## src/rtl/unary_add_n_mod.sv

```systemverilog
// -----------------------------------------------------------------------------
// unary_add_n_mod
//
// Purpose:
//   Accumulates unary pulses arriving on N_IN lanes into a modulo-(MAX+1)
//   counter. In the read phase the set bits of din are added to the counter,
//   and a one-cycle carry flag is raised whenever the sum wraps. In the write
//   phase the stored value is drained one unit per enabled cycle as a unary
//   pulse train on dout. A one-cycle drain_done pulse marks the final unit.
//
// Parameters:
//   N_IN  number of unary input lanes (1 .. MAX+1, so at most one wrap/cycle)
//   MAX   largest value the counter holds; the counter wraps modulo MAX+1
//
// Ports:
//   clk           rising-edge clock
//   rst_n         synchronous active-low reset
//   en            cycle enable; when low the count holds and pulses are 0
//   read_or_write 0 = read (accumulate din), 1 = write (drain to dout)
//   din           unary input lanes, each set bit adds 1 in the read phase
//   dout          registered unary output pulse (write phase)
//   carry         registered wrap flag, one cycle per wrap
//   drain_done    registered pulse on the cycle the drain reaches zero
//   count_o       current counter register
//   empty         combinational (count_o == 0)
// -----------------------------------------------------------------------------
module unary_add_n_mod #(
  parameter int N_IN = 4,
  parameter int MAX  = 10
) (
  input  logic                          clk,
  input  logic                          rst_n,
  input  logic                          en,
  input  logic                          read_or_write,
  input  logic [N_IN-1:0]               din,
  output logic                          dout,
  output logic                          carry,
  output logic                          drain_done,
  output logic [$clog2(MAX+1)-1:0]      count_o,
  output logic                          empty
);

  localparam int CW = $clog2(MAX + 1);

  // Sum is kept one bit wider than the counter so the wrap test never truncates.
  localparam logic [CW:0]   MAX_W  = (CW + 1)'(MAX);
  localparam logic [CW:0]   MOD_W  = (CW + 1)'(MAX + 1);
  localparam logic [CW-1:0] ZERO_C = {CW{1'b0}};
  localparam logic [CW-1:0] ONE_C  = CW'(1);

  // Reject lane counts that could wrap more than once per cycle.
  if (N_IN < 1 || N_IN > MAX + 1) begin : g_bad_params
    $error("unary_add_n_mod: N_IN must lie in 1 .. MAX+1");
  end

  // Number of set lanes. N_IN <= MAX+1 <= 2**CW, so CW+1 bits always suffice.
  function automatic logic [CW:0] popcount(input logic [N_IN-1:0] v);
    logic [CW:0] acc;
    acc = {(CW + 1){1'b0}};
    for (int i = 0; i < N_IN; i++) begin
      acc = acc + {{CW{1'b0}}, v[i]};
    end
    return acc;
  endfunction

  logic [CW-1:0] count_q, count_d;
  logic          dout_q, dout_d;
  logic          carry_q, carry_d;
  logic          drain_done_q, drain_done_d;
  logic [CW:0]   k_s;
  logic [CW:0]   sum_s;
  logic [CW:0]   wrapped_s;

  // Next-state logic for the counter and the three pulse outputs.
  always_comb begin
    k_s          = popcount(din);
    sum_s        = {1'b0, count_q} + k_s;
    wrapped_s    = sum_s - MOD_W;
    count_d      = count_q;
    dout_d       = 1'b0;
    carry_d      = 1'b0;
    drain_done_d = 1'b0;
    if (!en) begin
      count_d = count_q;
    end else if (!read_or_write) begin
      // Read phase: add lanes, wrap at most once.
      if (sum_s > MAX_W) begin
        count_d = wrapped_s[CW-1:0];
        carry_d = 1'b1;
      end else begin
        count_d = sum_s[CW-1:0];
      end
    end else if (count_q != ZERO_C) begin
      // Write phase: emit one unit and flag the last one.
      count_d      = count_q - ONE_C;
      dout_d       = 1'b1;
      drain_done_d = (count_q == ONE_C);
    end else begin
      // Write phase with nothing stored: stay at zero, no underflow.
      count_d = ZERO_C;
    end
  end

  // State and output registers with synchronous active-low reset.
  always_ff @(posedge clk) begin
    if (!rst_n) begin
      count_q      <= ZERO_C;
      dout_q       <= 1'b0;
      carry_q      <= 1'b0;
      drain_done_q <= 1'b0;
    end else begin
      count_q      <= count_d;
      dout_q       <= dout_d;
      carry_q      <= carry_d;
      drain_done_q <= drain_done_d;
    end
  end

  assign count_o    = count_q;
  assign dout       = dout_q;
  assign carry      = carry_q;
  assign drain_done = drain_done_q;
  assign empty      = (count_q == ZERO_C);

endmodule

```

## config.mk

```make
export PLATFORM = sky130hd
export DESIGN_NAME = unary_add_n_mod
export DESIGN_NICKNAME = d
export VERILOG_FILES = /design/src/rtl/unary_add_n_mod.sv
export SDC_FILE = /design/constraint.sdc
export NUM_CORES = 1
export LEC_CHECK = 0
export ABC_AREA = 1
export ABC_CLOCK_PERIOD_IN_PS = 3300
export CAP_MARGIN = 20
export CORE_MARGIN = 8
export CORE_UTILIZATION = 45
export CTS_BUF_LIST = sky130_fd_sc_hd__clkbuf_4 sky130_fd_sc_hd__clkbuf_8
export CTS_CLUSTER_DIAMETER = 200
export DETAILED_ROUTE_END_ITERATION = 12
export PLACE_DENSITY = 0.77
export REMOVE_ABC_BUFFERS = 1
export SYNTH_ARGS = -nofsm -noshare
export SYNTH_HDL_FRONTEND = slang
export SYNTH_SLANG_ARGS = --single-unit
```

## constraint.sdc

```tcl
create_clock -name clk -period 3.3 [get_ports clk]
set_clock_uncertainty 0.2 [all_clocks]
set_input_delay 0.66 -clock clk [delete_from_list [all_inputs] [get_ports clk]]
set_output_delay 0.66 -clock clk [all_outputs]
set_load 0.01 [all_outputs]
```

==> results of run 1 <==
cells in the mapped netlist (2+ instances only):
master    n
dfxtp_1   7
nand3_1  13
a21oi_1   7
inv_2     2
nand2_2   3
nand2_1  22
nand3_2   4
ha_1      3
nand2_4   2
o21ai_0   5
nor2_1    5
nor4_1    2
fa_1      3
inv_1    11
worst register-to-register path, delay by kind of cell, from the launching register on:
kind,cells,cell delay [ns]
fa+ha+maj,3,1.14
simple gates,7,0.51
flops,1,0.41
compound gates,1,0.12
buf+inv,2,0.11
layout make-up:
class | instances | area [sq um] | area share
Multi-Input combinational cell | 71 | 448 | 0.509
Timing Repair Buffer | 20 | 186 | 0.212
Sequential cell | 7 | 140 | 0.159
Inverter | 14 | 57.6 | 0.0653
Clock buffer | 4 | 30.0 | 0.0341
Tap cell | 15 | 18.8 | 0.0213
cells by family after synthesis:
family	synth area share
simple gates	0.401
flops	0.216
xor+xnor	0.0135
buf+inv	0.114
compound gates	0.106
fa+ha+maj	0.150
report_power, final:
group	internal, mW	leakage (nW)	switching, mW	total, mW
combinational	0.0943	0.333	0.108	0.202
clock	0.0545	0.0184	0.0347	0.0892
sequential	0.0904	0.0573	0.0129	0.103
worst min path at each step:
| stage | end | slack, ns |
|---|---|---|
| after CTS | count_o[3] | 0.40 |
| after detailed placement | drain_done | 0.38 |
| after global placement | drain_done | 0.38 |
| after floorplan | drain_done | 0.34 |
| after global routing | count_o[3] | 0.43 |
| final | drain_done | 0.40 |
timing repair:
action / in CTS / in global routing
setup buffers: 1 / 1
resized for setup: 6 / 3
setup endpoints to repair: 5 / 5
pin swaps: 7 / 8
flip-flops by register name, indices dropped and copies added, names as in the netlist:
signal / cells
count_o: 4
dout: 1
carry: 1
drain_done: 1
per-stage QoR:
step	hold WS, ns	util	area [sq um]
global placement	0.376	0.624	822
detailed placement	0.383	0.624	822
CTS	0.398	0.659	868
finish	0.400	0.669	881
floorplan	0.339	-	631
global route	0.432	0.669	881
routing by layer:
layer  vias up  global-route usage  part of all wire
li1        353                   -                 -
met1       309               0.152              0.45
met2        15               0.210              0.49
met3         4              0.0579             0.047
met4         0              0.0615             0.012
met5         -                   0                 0
==> out/qor.yml, run 1 <==
grt:
  first_global_vias: 665
  gr_overflow_total: 0
  antenna_found_initial: 0
  global_route.usage.total: 0.133
  grt_max_degree: 11
  grt_pass1_wl_microns: 2840
clock_network:
  cts.htree.levels: 1
  tritoncts_clock_tree: "done"
  clock_sinks: 7
  cts.root.buffer_cell: "clkbuf_4"
  holdBufCountCts: 0
  cts.clk_slew.worst_paths_ns: 0.05
  cts_buffers: 3
  worst_skew_pair.late_latency_ns: 0.26
  cts-root-to-sink-buffers: 2
worst_setup_path:
  critPathLaunchType: "input port"
  critical_path.reg2reg.endpoint: "count_o[2]"
  timing.critical_path.slowest_cell_delay_ns: 0.55
  r2r_slack_ns: 0.77
  cp_common_cell: "nand2_1"
  worstPathRequired_ns: 3.30
  crit_buf_inv: 3
  slowest_stage: "fa_1"
  critical_path_sink: "count_o[2]"
  critical-path-top-delay-family: "adder cells"
  setup.worst_path.start: "din[3]"
  crit_path_end_kind: "register"
  cp.arrival_ns: 3.17
  crit_chain: "dlygate4sd2_1 -> fa_1 -> fa_2 -> fa_1 -> ha_2 -> inv_1 -> nand2_1 -> nand3_2 -> nand3_4 -> nand2_4 -> inv_4 -> nand2_1 -> nand2_1 -> nand2_1 -> a21oi_2"
  reg2reg_from: "count_o[0]"
  cp_max_fo: 5
  worstSetupPathDepth: 15
  r2r_cells: 13
  critPathKind: "input port to register"
final_layout:
  post_route_cells_drive_above_1_share: 0.207
  layout.nets: 131
  syn2layout_area_growth_pct: 35.6
  layout.cells.most_common_list: "22 x nand2_1, 13 x nand3_1, 12 x clkdlybuf4s50_1"
  insertedDiodeCount: 0
  final_cell_count_no_fill: 131
  nFillCells: 120
  most_common_cell_after_layout_fill_and_taps_aside: "nand2_1"
routing:
  drc_violation_count_after_routing: 0
  wl_microns: 1600
  drt_iter0_markers: 13
  drt-wirelength-per-cell_microns: 12.2
  drt_pass1_iterations: 4
  dr_total_vias: 681
  via_to_cell_ratio: 5.20
  ant_nets: 0
synth:
  synth_cells: 94
  synth_cell_type_count: 19
  synth_edf_count: 0
  netlist_top_cells_area: "dfxtp_1 22%, nand2_1 13%, nand3_1 10%"
  synthArstFlopShare: 0
  synthDominantAreaCellType: "dfxtp_1"
  area_of_the_mapped_netlist_sq_um: 649
  post_synth.cell_area_avg_sq_um: 6.91
  post-synth-top-area-fraction: 0.216
  synth_top_flop_cell: "dfxtp_1"
  fraction_of_the_yosys_area_taken_by_sequential_cells: 0.216
  postSynthRegisterBits: 7
  ys.warnings.count: 0
timing:
  period_needed_ns: 3.16
  slew_of_the_pin_with_the_lowest_slew_margin_ns: 0.434
  achievable-frequency_mhz: 316
  report.final.slew_viol_count: 0
  slew_headroom: 0.711
  finalHoldViolCount: 0
  final_min_period_over_clock_period: 0.959
  worst_slack_ns: 0.137
  setup_total_neg_slack_ns: 0
  rsz0062_at_grt: "false"
  setup_viol: 0
run_status:
  outcome: "finished clean"
floorplanning:
  floorplan.core_area_sq_mm: 0.00132
  die_area_sq_mm: 0.00291
  initial_core_utilization: 0.493
  pin_count: 16
  die_w_microns: 54.0
  number_of_standard_cell_rows_in_the_floorplan: 13
  chipHeight_microns: 54.0
placed_design:
  io_buffer_count: 15
  placed_cells_incl_taps: 125
  finalWeightedCongestion: 0.870
  hpwl_microns: 1290
  preCtsSetupSlack_ns: -0.421
worst_hold_path:
  startpoint_of_the_tightest_hold_check_path: "count_o[0]"
  worstHoldPathCells: 2
  hold_class: "register to register"
job:
  maxCapViolations: 0
power:
  post-layout-total-power_mw: 0.395
  power.ir.vdd_worst_v: 0.000194
  p_leak_nw: 0.409
  power_density_mw_per_mm2: 448
Power figures use the tool's default switching activity.
==> run 2: changes to the inputs <==
ABC_CLOCK_PERIOD_IN_PS = 2600   (was 3300)
clock period = 2.6 ns   (was 3.3 ns; I/O delays follow)
==> out/qor.yml, run 2 (synthesized netlist as in run 1, its figures left out) <==
routing:
  ant_nets: 0  # unchanged
  wl_microns: 1740  # was 1600 microns
  dr_total_vias: 696  # was 681
  via_to_cell_ratio: 5.16  # was 5.20
  drc_violation_count_after_routing: 0  # unchanged
  drt_pass1_iterations: 4  # unchanged
  drt_iter0_markers: 18  # was 13
  drt-wirelength-per-cell_microns: 12.9  # was 12.2 microns
timing:
  finalHoldViolCount: 0  # unchanged
  slew_headroom: 0.799  # was 0.711
  period_needed_ns: 2.89
  final_min_period_over_clock_period: 1.11
  setup_viol: 5  # was 0
  finalHoldWorstSlack_ns: 0.403  # was 0.400 ns
  achievable-frequency_mhz: 346
  slew_of_the_pin_with_the_lowest_slew_margin_ns: 0.301  # was 0.434 ns
  report.final.slew_viol_count: 0  # unchanged
  worst_slack_ns: -0.287  # was 0.137 ns
  rsz0062_at_grt: "true"  # was false
worst_setup_path:
  worstPathRequired_ns: 2.59  # was 3.30 ns
  cp_max_fo: 5  # unchanged
  critPathKind: "input port to register"  # unchanged
  cp.arrival_ns: 2.87  # was 3.17 ns
  crit_path_end_kind: "register"  # unchanged
  critPathLaunchType: "input port"  # unchanged
clock_network:
  tritoncts_clock_tree: "done"  # unchanged
  cts.root.buffer_cell: "clkbuf_4"  # unchanged
  cts.clk_slew.worst_paths_ns: 0.05  # about the same
  holdBufCountCts: 0  # unchanged
  cts.htree.levels: 1  # unchanged
  cts_buffers: 3  # unchanged
  cts-root-to-sink-buffers: 2  # unchanged
  clock_sinks: 7  # unchanged
  worst_skew_pair.late_latency_ns: 0.25  # was 0.26 ns
power:
  internal_power_mw: 0.318  # was 0.239 mW
  p_seq_frac: 0.240  # was 0.262
  power.ir.vdd_worst_v: 0.000296  # was 0.000194 V
  p_leak_nw: 0.430  # was 0.409 nW
  clock_power_share: 0.207  # was 0.226
  power.switching_fraction: 0.386  # was 0.394
  switching_power_mw: 0.200  # was 0.155 mW
  power_density_mw_per_mm2: 564  # was 448 mW/mm^2
  combPwrFrac: 0.553  # was 0.512
floorplanning:
  initial_core_utilization: 0.493  # unchanged
  chipHeight_microns: 54.0  # unchanged
  die_area_sq_mm: 0.00291  # unchanged
  die_w_microns: 54.0  # unchanged
  pin_count: 16  # unchanged
  number_of_standard_cell_rows_in_the_floorplan: 13  # unchanged
  floorplan.core_area_sq_mm: 0.00132  # unchanged
final_layout:
  nFillCells: 121  # was 120
  multi_input_comb_area_sq_um: 457  # was 448 sq um
  max_reg_flops: 4  # unchanged
  post_route_cells_drive_above_1_share: 0.292  # was 0.207
  insertedDiodeCount: 0  # unchanged
  layout.cells.most_common_list: "20 x nand2_1, 13 x nand3_1, 12 x clkdlybuf4s50_1"  # was 22 x nand2_1, 13 x nand3_1, 12 x clkdlybuf4s50_1
  most_common_cell_after_layout_fill_and_taps_aside: "nand2_1"  # unchanged
  syn2layout_area_growth_pct: 41.4  # was 35.6%
  ff_latch_area_sq_um: 140  # unchanged
  final_design_area_no_fill_sq_um: 918  # was 881 sq um
  layout.nets: 135  # was 131
placed_design:
  finalWeightedCongestion: 0.861  # was 0.870
  post_dp_cell_area_sq_um: 852  # was 822 sq um
  io_buffer_count: 15  # unchanged
  hpwl_microns: 1400  # was 1290 microns
grt:
  first_global_vias: 686  # was 665
  antenna_found_initial: 0  # unchanged
  grt_max_degree: 10  # was 11
  grt_pass1_wl_microns: 2880  # was 2840 microns
  gr_overflow_total: 0  # unchanged
  global_route.usage.total: 0.129  # was 0.133
job:
  maxCapViolations: 0  # unchanged
run_status:
  failing_checks: "setup timing"
  outcome: "finished with violations"  # was finished clean
worst_hold_path:
  hold_class: "register to register"  # unchanged
==> run 2: changes by cell type in the layout (fill, tap and decap cells not counted), moves of 2 or more <==
cell / previous run / this run
buf_4: 5 / 9
buf_6: 0 / 2
nand2_2: 3 / 5
clkdlybuf4s15_1: 2 / 0
nand2_1: 22 / 20
==> run 2: path summary, 6_finish.rpt <==
path,slack [ns],cells past startpoint,endpoint,startpoint
hold reg to reg,0.40,2,count_o[1],count_o[1]
setup reg to reg,0.23,13,count_o[2],count_o[0]
hold / removal,0.40,2,count_o[1],count_o[1]
setup / recovery,-0.29,15,count_o[2],din[1]
==> run 2: repair_timing <==
item,4_1_cts,5_1_grt
gates cloned,0,0
hold endpoints to repair,0,0
pin swaps,9,9
setup endpoints to repair,5,5
buffers inserted,1,1
resized for setup,20,2
==> run 2: metrics by stage <==
step / utilization / total power, mW / cells / setup WS, ns / setup TNS (ns)
6_report: 0.697 / 0.518 / 135 / -0.287 / -1.23
2_1_floorplan: - / 0.289 / 92 / -0.467 / -2.14
4_1_cts: 0.681 / 0.515 / 134 / -0.425 / -1.82
5_1_grt: 0.697 / 0.562 / 135 / -0.378 / -1.75
3_3_place_gp: 0.647 / 0.380 / 129 / -0.905 / -4.46
3_5_place_dp: 0.647 / 0.389 / 129 / -1.01 / -4.84
==> run 2: cell type report <==
class,count,share of cell area
multi-input cells,71,0.497
repair buffers,24,0.234
flip-flops and latches,7,0.153
inverters,14,0.0627
clock buffers,4,0.0327
well taps,15,0.0204
==> run 2: critical path: stages <==
cell and delay, ns:
buf_6 0.09, fa_1 0.48, fa_2 0.37, fa_1 0.54
ha_2 0.18, inv_2 0.03, nand2_2 0.05, nand3_2 0.08
nand3_4 0.10, nand2_4 0.08, inv_4 0.07, nand2_2 0.04
nand2_1 0.06, nand2_1 0.06, a21oi_2 0.11
==> run 2: metal layers <==
layer / GRT usage / vias to the layer above / share of wire
met4: 0.0205 / 0 / 0
met2: 0.212 / 15 / 0.53
met3: 0.0496 / 0 / 0.032
met1: 0.159 / 324 / 0.44
li1: - / 357 / -
met5: 0 / - / 0
==> run 2: power groups by stage <==
stage | logic [mW] | clock network [mW] | registers [mW]
after floorplan | 0.156 | 0 | 0.133
after global placement | 0.253 | 0 | 0.126
after detailed placement | 0.262 | 0 | 0.127
after CTS | 0.279 | 0.111 | 0.125
after global routing | 0.317 | 0.120 | 0.126
final | 0.287 | 0.107 | 0.125
